--- config.mk ---
export PLATFORM = sky130hd
export DESIGN_NAME = crossbar_port_arbiter
export DESIGN_NICKNAME = d
export VERILOG_FILES = /design/src/rtl/crossbar_pkg.sv /design/src/rtl/rr_pick.sv /design/src/rtl/crossbar_port_arbiter.sv
export SDC_FILE = /design/constraint.sdc
export NUM_CORES = 1
export LEC_CHECK = 0
export ABC_AREA = 0
export CELL_PAD_IN_SITES_DETAIL_PLACEMENT = 2
export CELL_PAD_IN_SITES_GLOBAL_PLACEMENT = 2
export CORE_AREA = 2 2 39 41
export DETAILED_ROUTE_END_ITERATION = 8
export DIE_AREA = 0 0 41 43
export DONT_BUFFER_PORTS = 1
export PLACE_DENSITY_LB_ADDON = 0.1
export SETUP_SLACK_MARGIN = 0.2
export SYNTH_ARGS = -nofsm -noshare
export SYNTH_HDL_FRONTEND = slang
export SYNTH_HIERARCHICAL = 1
export SYNTH_SLANG_ARGS = --single-unit
--- constraint.sdc ---
create_clock -name clk -period 1.4 [get_ports clk]
set_input_delay 0.28 -clock clk [delete_from_list [all_inputs] [get_ports clk]]
set_output_delay 0.28 -clock clk [all_outputs]
set_load 0.01 [all_outputs]
--- src/rtl/crossbar_pkg.sv ---
`default_nettype none
// ============================================================================
// Module      : crossbar_pkg
// Description : Shared types, width helper and default width constants for
//               the crossbar blocks (arbiters, pickers, muxes).
// Revision    : 1.0 - initial release
// ============================================================================
package crossbar_pkg;

    // Arbiter FSM: either searching for a winner or holding a packet grant.
    typedef enum logic [0:0] {
        IDLE   = 1'b0,
        LOCKED = 1'b1
    } arb_state_t;

    // Index width for n items; a single item still needs one bit of index.
    function automatic int clog2_min1(input int n);
        return (n > 1) ? $clog2(n) : 1;
    endfunction

    // Default geometry shared by every crossbar block.
    localparam int c_T_DATA_WIDTH   = 8;
    localparam int c_S_DATA_COUNT   = 2;
    localparam int c_M_DATA_COUNT   = 3;
    localparam int c_T_ID___WIDTH   = clog2_min1(c_S_DATA_COUNT);
    localparam int c_T_DEST_WIDTH   = clog2_min1(c_M_DATA_COUNT);
    localparam int c_WDT_CYCLES     = 16;

endpackage : crossbar_pkg
`default_nettype wire

--- src/rtl/rr_pick.sv ---
`default_nettype none
// ============================================================================
// Module      : rr_pick
// Description : Combinational rotating-priority picker. Searches req in the
//               order ptr+1, ptr+2, ... modulo N and returns the first set
//               index. Correct for any N, including non powers of two.
// Ports       : req   [N]  request vector
//               ptr   [W]  last winner (search starts just after it)
//               found      at least one request is set
//               idx   [W]  winning index (0 when nothing is found)
// Revision    : 1.0 - initial release
// ============================================================================
module rr_pick
    import crossbar_pkg::*;
#(
    parameter int N = 2,
    parameter int W = clog2_min1(N)
) (
    input  logic [N-1:0] req,
    input  logic [W-1:0] ptr,
    output logic         found,
    output logic [W-1:0] idx
);

    // Wrap with integer modulo so non power-of-two counts never alias.
    function automatic int f_wrap(input int p, input int k);
        return (p + k) % N;
    endfunction

    always_comb begin
        found = 1'b0;
        idx   = '0;
        for (int k = 1; k <= N; k++) begin
            if (!found && req[f_wrap(int'(ptr), k)]) begin
                found = 1'b1;
                idx   = W'(f_wrap(int'(ptr), k));
            end
        end
    end

endmodule : rr_pick
`default_nettype wire

--- src/rtl/crossbar_port_arbiter.sv ---
`default_nettype none
// ============================================================================
// Module      : crossbar_port_arbiter
// Description : Packet-granular round-robin arbiter and data mux for one
//               crossbar master port. Sources whose destination equals
//               PORT_ID compete; the winner keeps the grant until its last
//               beat transfers. Data/valid/ready/last pass combinationally
//               through the mux while LOCKED.
// Ports       : clk, rst            clock, async active-high reset
//               s_data_i/s_dest_i/s_valid_i/s_last_i  per-source stream in
//               s_ready_o           per-source ready (one-hot or zero)
//               m_data_o/m_last_o/m_valid_o/m_ready_i  forwarded stream
//               m_id_o              registered index of granted source
//               busy_o              high while a grant is held
//               wdt_drop_o          watchdog release pulse (macro only)
// Options     : CROSSBAR_ARB_WATCHDOG_EN - release a grant whose source has
//               been silent for WDT_CYCLES consecutive LOCKED cycles.
// Revision    : 1.0 - initial release
// ============================================================================
module crossbar_port_arbiter
    import crossbar_pkg::*;
#(
    parameter  int S_DATA_COUNT = c_S_DATA_COUNT,
    parameter  int M_DATA_COUNT = c_M_DATA_COUNT,
    parameter  int PORT_ID      = 0,
    parameter  int T_DATA_WIDTH = c_T_DATA_WIDTH,
    parameter  int WDT_CYCLES   = c_WDT_CYCLES,
    localparam int T_ID___WIDTH = clog2_min1(S_DATA_COUNT),
    localparam int T_DEST_WIDTH = clog2_min1(M_DATA_COUNT)
) (
    input  logic                                       clk,
    input  logic                                       rst,
    input  logic [S_DATA_COUNT-1:0][T_DATA_WIDTH-1:0]  s_data_i,
    input  logic [S_DATA_COUNT-1:0][T_DEST_WIDTH-1:0]  s_dest_i,
    input  logic [S_DATA_COUNT-1:0]                    s_valid_i,
    input  logic [S_DATA_COUNT-1:0]                    s_last_i,
    output logic [S_DATA_COUNT-1:0]                    s_ready_o,
    output logic [T_DATA_WIDTH-1:0]                    m_data_o,
    output logic                                       m_last_o,
    output logic [T_ID___WIDTH-1:0]                    m_id_o,
    output logic                                       m_valid_o,
    input  logic                                       m_ready_i,
    output logic                                       busy_o
`ifdef CROSSBAR_ARB_WATCHDOG_EN
    ,
    output logic                                       wdt_drop_o
`endif
);

    localparam logic [T_DEST_WIDTH-1:0] c_PORT_DEST = T_DEST_WIDTH'(PORT_ID);
    localparam logic [T_ID___WIDTH-1:0] c_PTR_RESET = T_ID___WIDTH'(S_DATA_COUNT - 1);

    // Elaboration-time parameter sanity checks.
    if (S_DATA_COUNT < 1) begin : g_bad_s_count
        $error("crossbar_port_arbiter: S_DATA_COUNT must be at least 1");
    end
    if (PORT_ID < 0 || PORT_ID >= M_DATA_COUNT) begin : g_bad_port_id
        $error("crossbar_port_arbiter: PORT_ID out of range");
    end
    if (WDT_CYCLES < 1) begin : g_bad_wdt
        $error("crossbar_port_arbiter: WDT_CYCLES must be at least 1");
    end

    arb_state_t                r_state;
    logic [T_ID___WIDTH-1:0]   r_grant;
    logic [T_ID___WIDTH-1:0]   r_ptr;

    logic [S_DATA_COUNT-1:0]   w_req;
    logic                      w_found;
    logic [T_ID___WIDTH-1:0]   w_idx;
    logic                      w_last_xfer;

    // Only sources addressed to this port take part in arbitration.
    always_comb begin
        w_req = '0;
        for (int i = 0; i < S_DATA_COUNT; i++) begin
            w_req[i] = s_valid_i[i] && (s_dest_i[i] == c_PORT_DEST);
        end
    end

    rr_pick #(
        .N (S_DATA_COUNT),
        .W (T_ID___WIDTH)
    ) u_rr_pick (
        .req   (w_req),
        .ptr   (r_ptr),
        .found (w_found),
        .idx   (w_idx)
    );

    // Zero-latency mux; everything is gated off outside LOCKED so a reset
    // mid-packet silences the port in the same cycle.
    always_comb begin
        m_data_o  = s_data_i[r_grant];
        m_valid_o = 1'b0;
        m_last_o  = 1'b0;
        s_ready_o = '0;
        if (r_state == LOCKED) begin
            m_valid_o          = s_valid_i[r_grant];
            m_last_o           = s_last_i[r_grant];
            s_ready_o[r_grant] = m_ready_i;
        end
    end

    assign w_last_xfer = m_valid_o && m_ready_i && m_last_o;
    assign busy_o      = (r_state == LOCKED);
    assign m_id_o      = r_grant;

`ifdef CROSSBAR_ARB_WATCHDOG_EN
    localparam int c_WDT_WIDTH = $clog2(WDT_CYCLES + 1);

    logic [c_WDT_WIDTH-1:0] r_wdt_cnt;
    logic                   r_wdt_drop;

    assign wdt_drop_o = r_wdt_drop;
`endif

    always_ff @(posedge clk or posedge rst) begin
        if (rst) begin
            r_state    <= IDLE;
            r_grant    <= '0;
            r_ptr      <= c_PTR_RESET;
`ifdef CROSSBAR_ARB_WATCHDOG_EN
            r_wdt_cnt  <= '0;
            r_wdt_drop <= 1'b0;
`endif
        end else begin
`ifdef CROSSBAR_ARB_WATCHDOG_EN
            r_wdt_drop <= 1'b0;
`endif
            case (r_state)
                IDLE: begin
                    if (w_found) begin
                        r_grant   <= w_idx;
                        r_ptr     <= w_idx;
                        r_state   <= LOCKED;
`ifdef CROSSBAR_ARB_WATCHDOG_EN
                        r_wdt_cnt <= '0;
`endif
                    end
                end
                LOCKED: begin
                    if (w_last_xfer) begin
                        r_state <= IDLE;
                    end
`ifdef CROSSBAR_ARB_WATCHDOG_EN
                    // Stalls with the source valid are not silence; only
                    // consecutive invalid cycles count toward a drop. The
                    // pointer is left on the dropped source so it ranks last.
                    if (s_valid_i[r_grant]) begin
                        r_wdt_cnt <= '0;
                    end else if (r_wdt_cnt == c_WDT_WIDTH'(WDT_CYCLES - 1)) begin
                        r_wdt_cnt  <= '0;
                        r_wdt_drop <= 1'b1;
                        r_state    <= IDLE;
                    end else begin
                        r_wdt_cnt <= r_wdt_cnt + 1'b1;
                    end
`endif
                end
                default: r_state <= IDLE;
            endcase
        end
    end

endmodule : crossbar_port_arbiter
`default_nettype wire
## After elaboration in Yosys (flattened, before gate mapping)

Index checks and enable logic that the tools add are counted.

- Register bits: 3
- Output and inout bits: 14

- Add/subtract/negate cells: 2
- $lt $le $gt $ge: 4
- Muxes and demuxes: 24
- Bitwise gates (word level): 4
- Reduce and logical (&&, ||, !) cells: 10

Operator list:

| kind | number |
|---|---|
| 1-bit two-way mux | 19 |
| 8-bit two-way mux | 2 |
| 1-bit logical AND | 6 |
| 2-bit by 3-bit less-than comparator with 1-bit output, second input constant | 2 |
| 2-bit zero test | 2 |
| 1-bit adder, second input constant | 2 |
| 1-bit bitwise AND, first input constant | 2 |
| 2-bit bitwise AND | 1 |
| 1-bit by 2-bit less-than comparator with 1-bit output, second input constant | 1 |
| 2-bit two-way mux | 1 |
| 1-bit one-hot mux with 2 select lines | 1 |
| 2-bit AND reduction | 1 |
| 1-bit demux with 1-bit select | 1 |
| 1-bit >= comparator, second input constant | 1 |
| 1-bit zero test | 1 |
| 1-bit NOT | 1 |

## Longest topological paths before layout

Gate-level depths: netlist of the first run.

- Word-level depth: 11
- Mapped depth: 4
- Depth with buffers taken out: 4

## Modules after synthesis

Netlist of the first run, hierarchy kept.

Modules (own cells, without submodules):

| module | times used | cells each | area an instance (um^2) | sequential area each (um^2) |
|---|---|---|---|---|
| crossbar_port_arbiter | 1 | 28 | 281.5 | 76.3 |
| rr_pick | 1 | 2 | 13.8 | 0.0 |

## Least setup slack after synthesis of the first run

No wires, ideal clock.

- Kind: flip-flop to output port
- Start: register r_grant, in the netlist m_id_o
- End: output port m_data_o[0]
- Arrival: 1.055 ns
- Required time: 1.120 ns
- Setup slack: 0.065 ns
- Stages on the path, launching flop included: 3
- Path buffers: 1
- Cell sequence: dfrtp_1 -> buf_2 -> mux2_2

- Longest elaborated chain between the ends: 2

RTL lines:

| item | RTL line | source |
|---|---|---|
| start, declared | crossbar_port_arbiter.sv:65 | `logic [T_ID___WIDTH-1:0] r_grant;` |
| start signal, assigned | crossbar_port_arbiter.sv:134 | `r_grant <= w_idx;` |
| 8-bit two-way mux (not written as such) (2 in series) | crossbar_port_arbiter.sv:94 | `m_data_o = s_data_i[r_grant];` |
| end, declared | crossbar_port_arbiter.sv:38 | `output logic [T_DATA_WIDTH-1:0] m_data_o,` |

No other way between the ends. The select of a mux whose other input is x is not followed.

## Worst setup path in the final report of the first run

- Start: register r_grant, in the netlist m_id_o
- End: output port m_valid_o

- Longest elaborated chain between the ends: 3

RTL lines:

| item | RTL line | source |
|---|---|---|
| 1-bit two-way mux (not written as such) (2 in series) | crossbar_port_arbiter.sv:99 | `m_valid_o = s_valid_i[r_grant];` |
| 1-bit two-way mux | crossbar_port_arbiter.sv:98 | `if (r_state == LOCKED) begin` |
| end, declared | crossbar_port_arbiter.sv:41 | `output logic m_valid_o,` |

No other way between the ends. The select of a mux whose other input is x is not followed.

==> impl_metrics.env, run 1 <==
export IMPL_cts_root_buf="clkbuf_4"
export IMPL_grt_overflow=0
export IMPL_pre_cts_ws_ps=118
export IMPL_min_path_type="in2reg"
export IMPL_port_buffers=0
export IMPL_clock_power_share_pct=23.2
export IMPL_area_delta_synth_final_pct=23.7
export IMPL_status="finished, violations left"
export IMPL_io_pins=41
export IMPL_htree_levels=1
export IMPL_crit_slowest_cell="dfrtp_4"
export IMPL_drt_total_wl_um=889
export IMPL_core_mm2=0.00138
export IMPL_yosysMostFrequentCell="mux2_2"
export IMPL_p_int_mw=0.394
export IMPL_die_y_um=43
export IMPL_vias=253
export IMPL_leakage_nw=0.143
export IMPL_worstPathBufferInverterCount=0
export IMPL_maxSlewViolCount=0
export IMPL_powerDensity_mw_per_mm2=1820
export IMPL_numCtsBuffers=3
export IMPL_ir_worst_vdd_v=0.000420
export IMPL_max_slew_margin_rel_pct=85.3
export IMPL_violations="negative setup slack"
export IMPL_min_period_ps=1450
export IMPL_ys_flop_type="dfrtp_1"
export IMPL_async_reset_ff_share_pct=100
export IMPL_end_kind="output pin"
export IMPL_switching_power_mw=0.269
export IMPL_yosys_top_cells_count="mux2_2, nor2_1"
export IMPL_crit_required_ps=1120
export IMPL_drv_cap=0
export IMPL_synthCells=30
export IMPL_yosysSeqAreaShare_pct=25.8
export IMPL_path_clk_slew_ps=40
export IMPL_detail_route_antenna_nets=0
export IMPL_grt_usage_pct=10.5
export IMPL_grt_first_pass_wirelength_um=1210
export IMPL_initial_core_util_pct=21.3
export IMPL_clock_sinks=3
export IMPL_swShare_pct=40.6
export IMPL_post_cts_setup_buffers=0
export IMPL_drt_first_pass_iters=2
export IMPL_cp_start_kind="flop"
export IMPL_syn_area_um2=295
export IMPL_routedWlPerCell_um=17.8
export IMPL_vias_per_cell=5.06
export IMPL_path_cells="mux2i_1, nor2_1"
export IMPL_dieArea_mm2=0.00176
export IMPL_cp_arrival_ps=1170
export IMPL_synth_top_area_share_pct=38.1
export IMPL_worst_slack_ps=-54.5
export IMPL_worstSkewPairLatency_ps=230
export IMPL_fin_crit_sh_pct=104
export IMPL_synth_top_cell_by_area="mux2_2"
export IMPL_rows=14
export IMPL_rsz0062_at_grt="yes"
export IMPL_drc_errors=0
export IMPL_ys_top_cells_by_area="mux2_2, dfrtp_1, dfstp_2"
export IMPL_first_global_vias=260
export IMPL_synth_edf_count=0
export IMPL_grt_max_degree=15
export IMPL_slowest_delay_ps=560
export IMPL_place_inst=45
export IMPL_synth_seq_cells=3
export IMPL_fin_skew_ps=2.26
export IMPL_synth_fp_nets=57
export IMPL_drive_gt1_share_pct=61.8
export IMPL_path_delay_family="flip-flops"
export IMPL_final_hold_viol_count=0
export IMPL_synth_warnings=6
export IMPL_combinationalPowerShare_pct=41.5
export IMPL_finalSetupViolations=10
export IMPL_cts_tree="done"
export IMPL_stdcell_count=50
export IMPL_path_max_fanout=14
export IMPL_antenna_found_initial=0
export IMPL_synth_area_per_cell_um2=9.84
export IMPL_diodes=0
export IMPL_seqPwrFrac_pct=35.3
export IMPL_nFillCells=162
export IMPL_cts_buffer_depth=2
export IMPL_fin_nets=62
export IMPL_criticalPathCategory="reg2out"
export IMPL_fmax_ghz=0.688
export IMPL_synth_cell_type_count=15
export IMPL_drtIter0Drc=6
export IMPL_worstMarginPinSlew_ps=214
export IMPL_die_w_um=41
export IMPL_gp_congestion=0.568
## cells by family (layout without fill, tap and decap cells)
logic type	after synthesis	after routing	share of synthesized area, %
AO/OA/AOI/OAI	2	2	6.36
buffers and inverters	3	7	4.24
flip-flops	3	3	25.8
multiplexers	12	12	44.9
AND/OR/NAND/NOR	10	10	18.6
## layer usage
layer  wire (um)  GRT usage, %  up-vias
met5           0             0        -
met4           0          8.00        0
met3          65          3.14        0
met2         517          15.0       12
met1         306          12.5      127
li1            -             -      114
## worst register-to-register path, cell delays in order, from the launching register on
cell     delay (ps)
dfrtp_4         560
mux2i_1         180
o41a_1          380
## worst paths after layout
check                                    from                 to  slack, ps  cells past startpoint
hold / removal                      m_ready_i   busy_o$_DFF_PP0_        300                      2
setup reg to reg           m_id_o$_DFFE_PP0P_   busy_o$_DFF_PP0_        150                      2
hold reg to reg             r_ptr$_DFFE_PP1P_  r_ptr$_DFFE_PP1P_        620                      1
max in group asynchronous                 rst  r_ptr$_DFFE_PP1P_        840                      2
setup / recovery           m_id_o$_DFFE_PP0P_          m_valid_o        -50                      2
min in group asynchronous                 rst   busy_o$_DFF_PP0_        350                      2
## power by group through the flow
stage,Clock [mW],Sequential (mW),Combinational [mW]
3_5_place_dp,0,0.230,0.267
2_1_floorplan,0,0.185,0.287
3_3_place_gp,0,0.228,0.267
6_report,0.154,0.235,0.275
5_1_grt,0.170,0.255,0.296
4_1_cts,0.164,0.232,0.270
## registers in the layout, indices dropped and copies added (netlist names)
register and count:
m_id_o 1, busy_o 1, r_ptr 1
## per-stage QoR
| step | TNS [ps] | total power [mW] | area, um^2 | utilization [%] | hold WS [ps] |
|---|---|---|---|---|---|
| floorplan | 0 | 0.473 | 310 | - | 32.8 |
| global placement | 0 | 0.496 | 319 | 23.1 | 42.2 |
| detailed placement | 0 | 0.497 | 319 | 23.1 | 46.2 |
| CTS | -1020 | 0.666 | 357 | 25.8 | 294 |
| global route | -975 | 0.721 | 365 | 26.4 | 329 |
| finish | -416 | 0.663 | 365 | 26.4 | 296 |
## layout by cell type (no fill, tap or decap), drive strengths merged
| cell type | n |
|---|---|
| inv | 2 |
| nand2 | 1 |
| o41a | 1 |
| mux2 | 10 |
| nor2 | 3 |
| nor3b | 2 |
| dfstp | 1 |
| or2 | 2 |
| dlygate4sd3 | 1 |
| a21boi | 1 |
| nor2b | 1 |
| clkbuf | 4 |
| dfrtp | 2 |
| mux2i | 2 |
| and3 | 1 |
## final cells by class
class	count	area, um^2	share of cell area (%)
multi-input cells	24	220	60.3
repair buffers	1	10.0	2.74
flip-flops and latches	3	81.3	22.3
well taps	16	20.0	5.48
clock buffers	4	26.3	7.19
inverters	2	7.51	2.05
## repair_timing
action                                 4_1_cts  5_1_grt
setup endpoints to repair                   13       13
hold buffers                                 1        0
cloned                                       0        0
gates resized for setup                      1        3
endpoints found under the hold margin        3        0
(Power assumes the default switching activity.)
==> run 2, diff against run 1 <==
--- a/config.mk
+++ b/config.mk
@@ -14,6 +14,7 @@
 export DONT_BUFFER_PORTS = 1
 export PLACE_DENSITY_LB_ADDON = 0.1
 export SETUP_SLACK_MARGIN = 0.2
+export SLEW_MARGIN = 10
 export SYNTH_ARGS = -nofsm -noshare
 export SYNTH_HDL_FRONTEND = slang
 export SYNTH_HIERARCHICAL = 1
==> results of run 2 <==
Final layout, timing and power as in run 1 (identical DEF).
==> run 3, diff against run 2 <==
--- a/config.mk
+++ b/config.mk
@@ -6,12 +6,14 @@
 export NUM_CORES = 1
 export LEC_CHECK = 0
 export ABC_AREA = 0
+export CAP_MARGIN = 0
 export CELL_PAD_IN_SITES_DETAIL_PLACEMENT = 2
 export CELL_PAD_IN_SITES_GLOBAL_PLACEMENT = 2
 export CORE_AREA = 2 2 39 41
 export DETAILED_ROUTE_END_ITERATION = 8
 export DIE_AREA = 0 0 41 43
 export DONT_BUFFER_PORTS = 1
+export MAX_ROUTING_LAYER = met4
 export PLACE_DENSITY_LB_ADDON = 0.1
 export SETUP_SLACK_MARGIN = 0.2
 export SLEW_MARGIN = 10
==> results of run 3 <==
Final layout, timing and power as in run 1 (identical DEF).
Main changes from that run: final weighted congestion in routability-driven placement 0.568 -> 0.571; overall routing resource usage 10.5% -> 10.8%
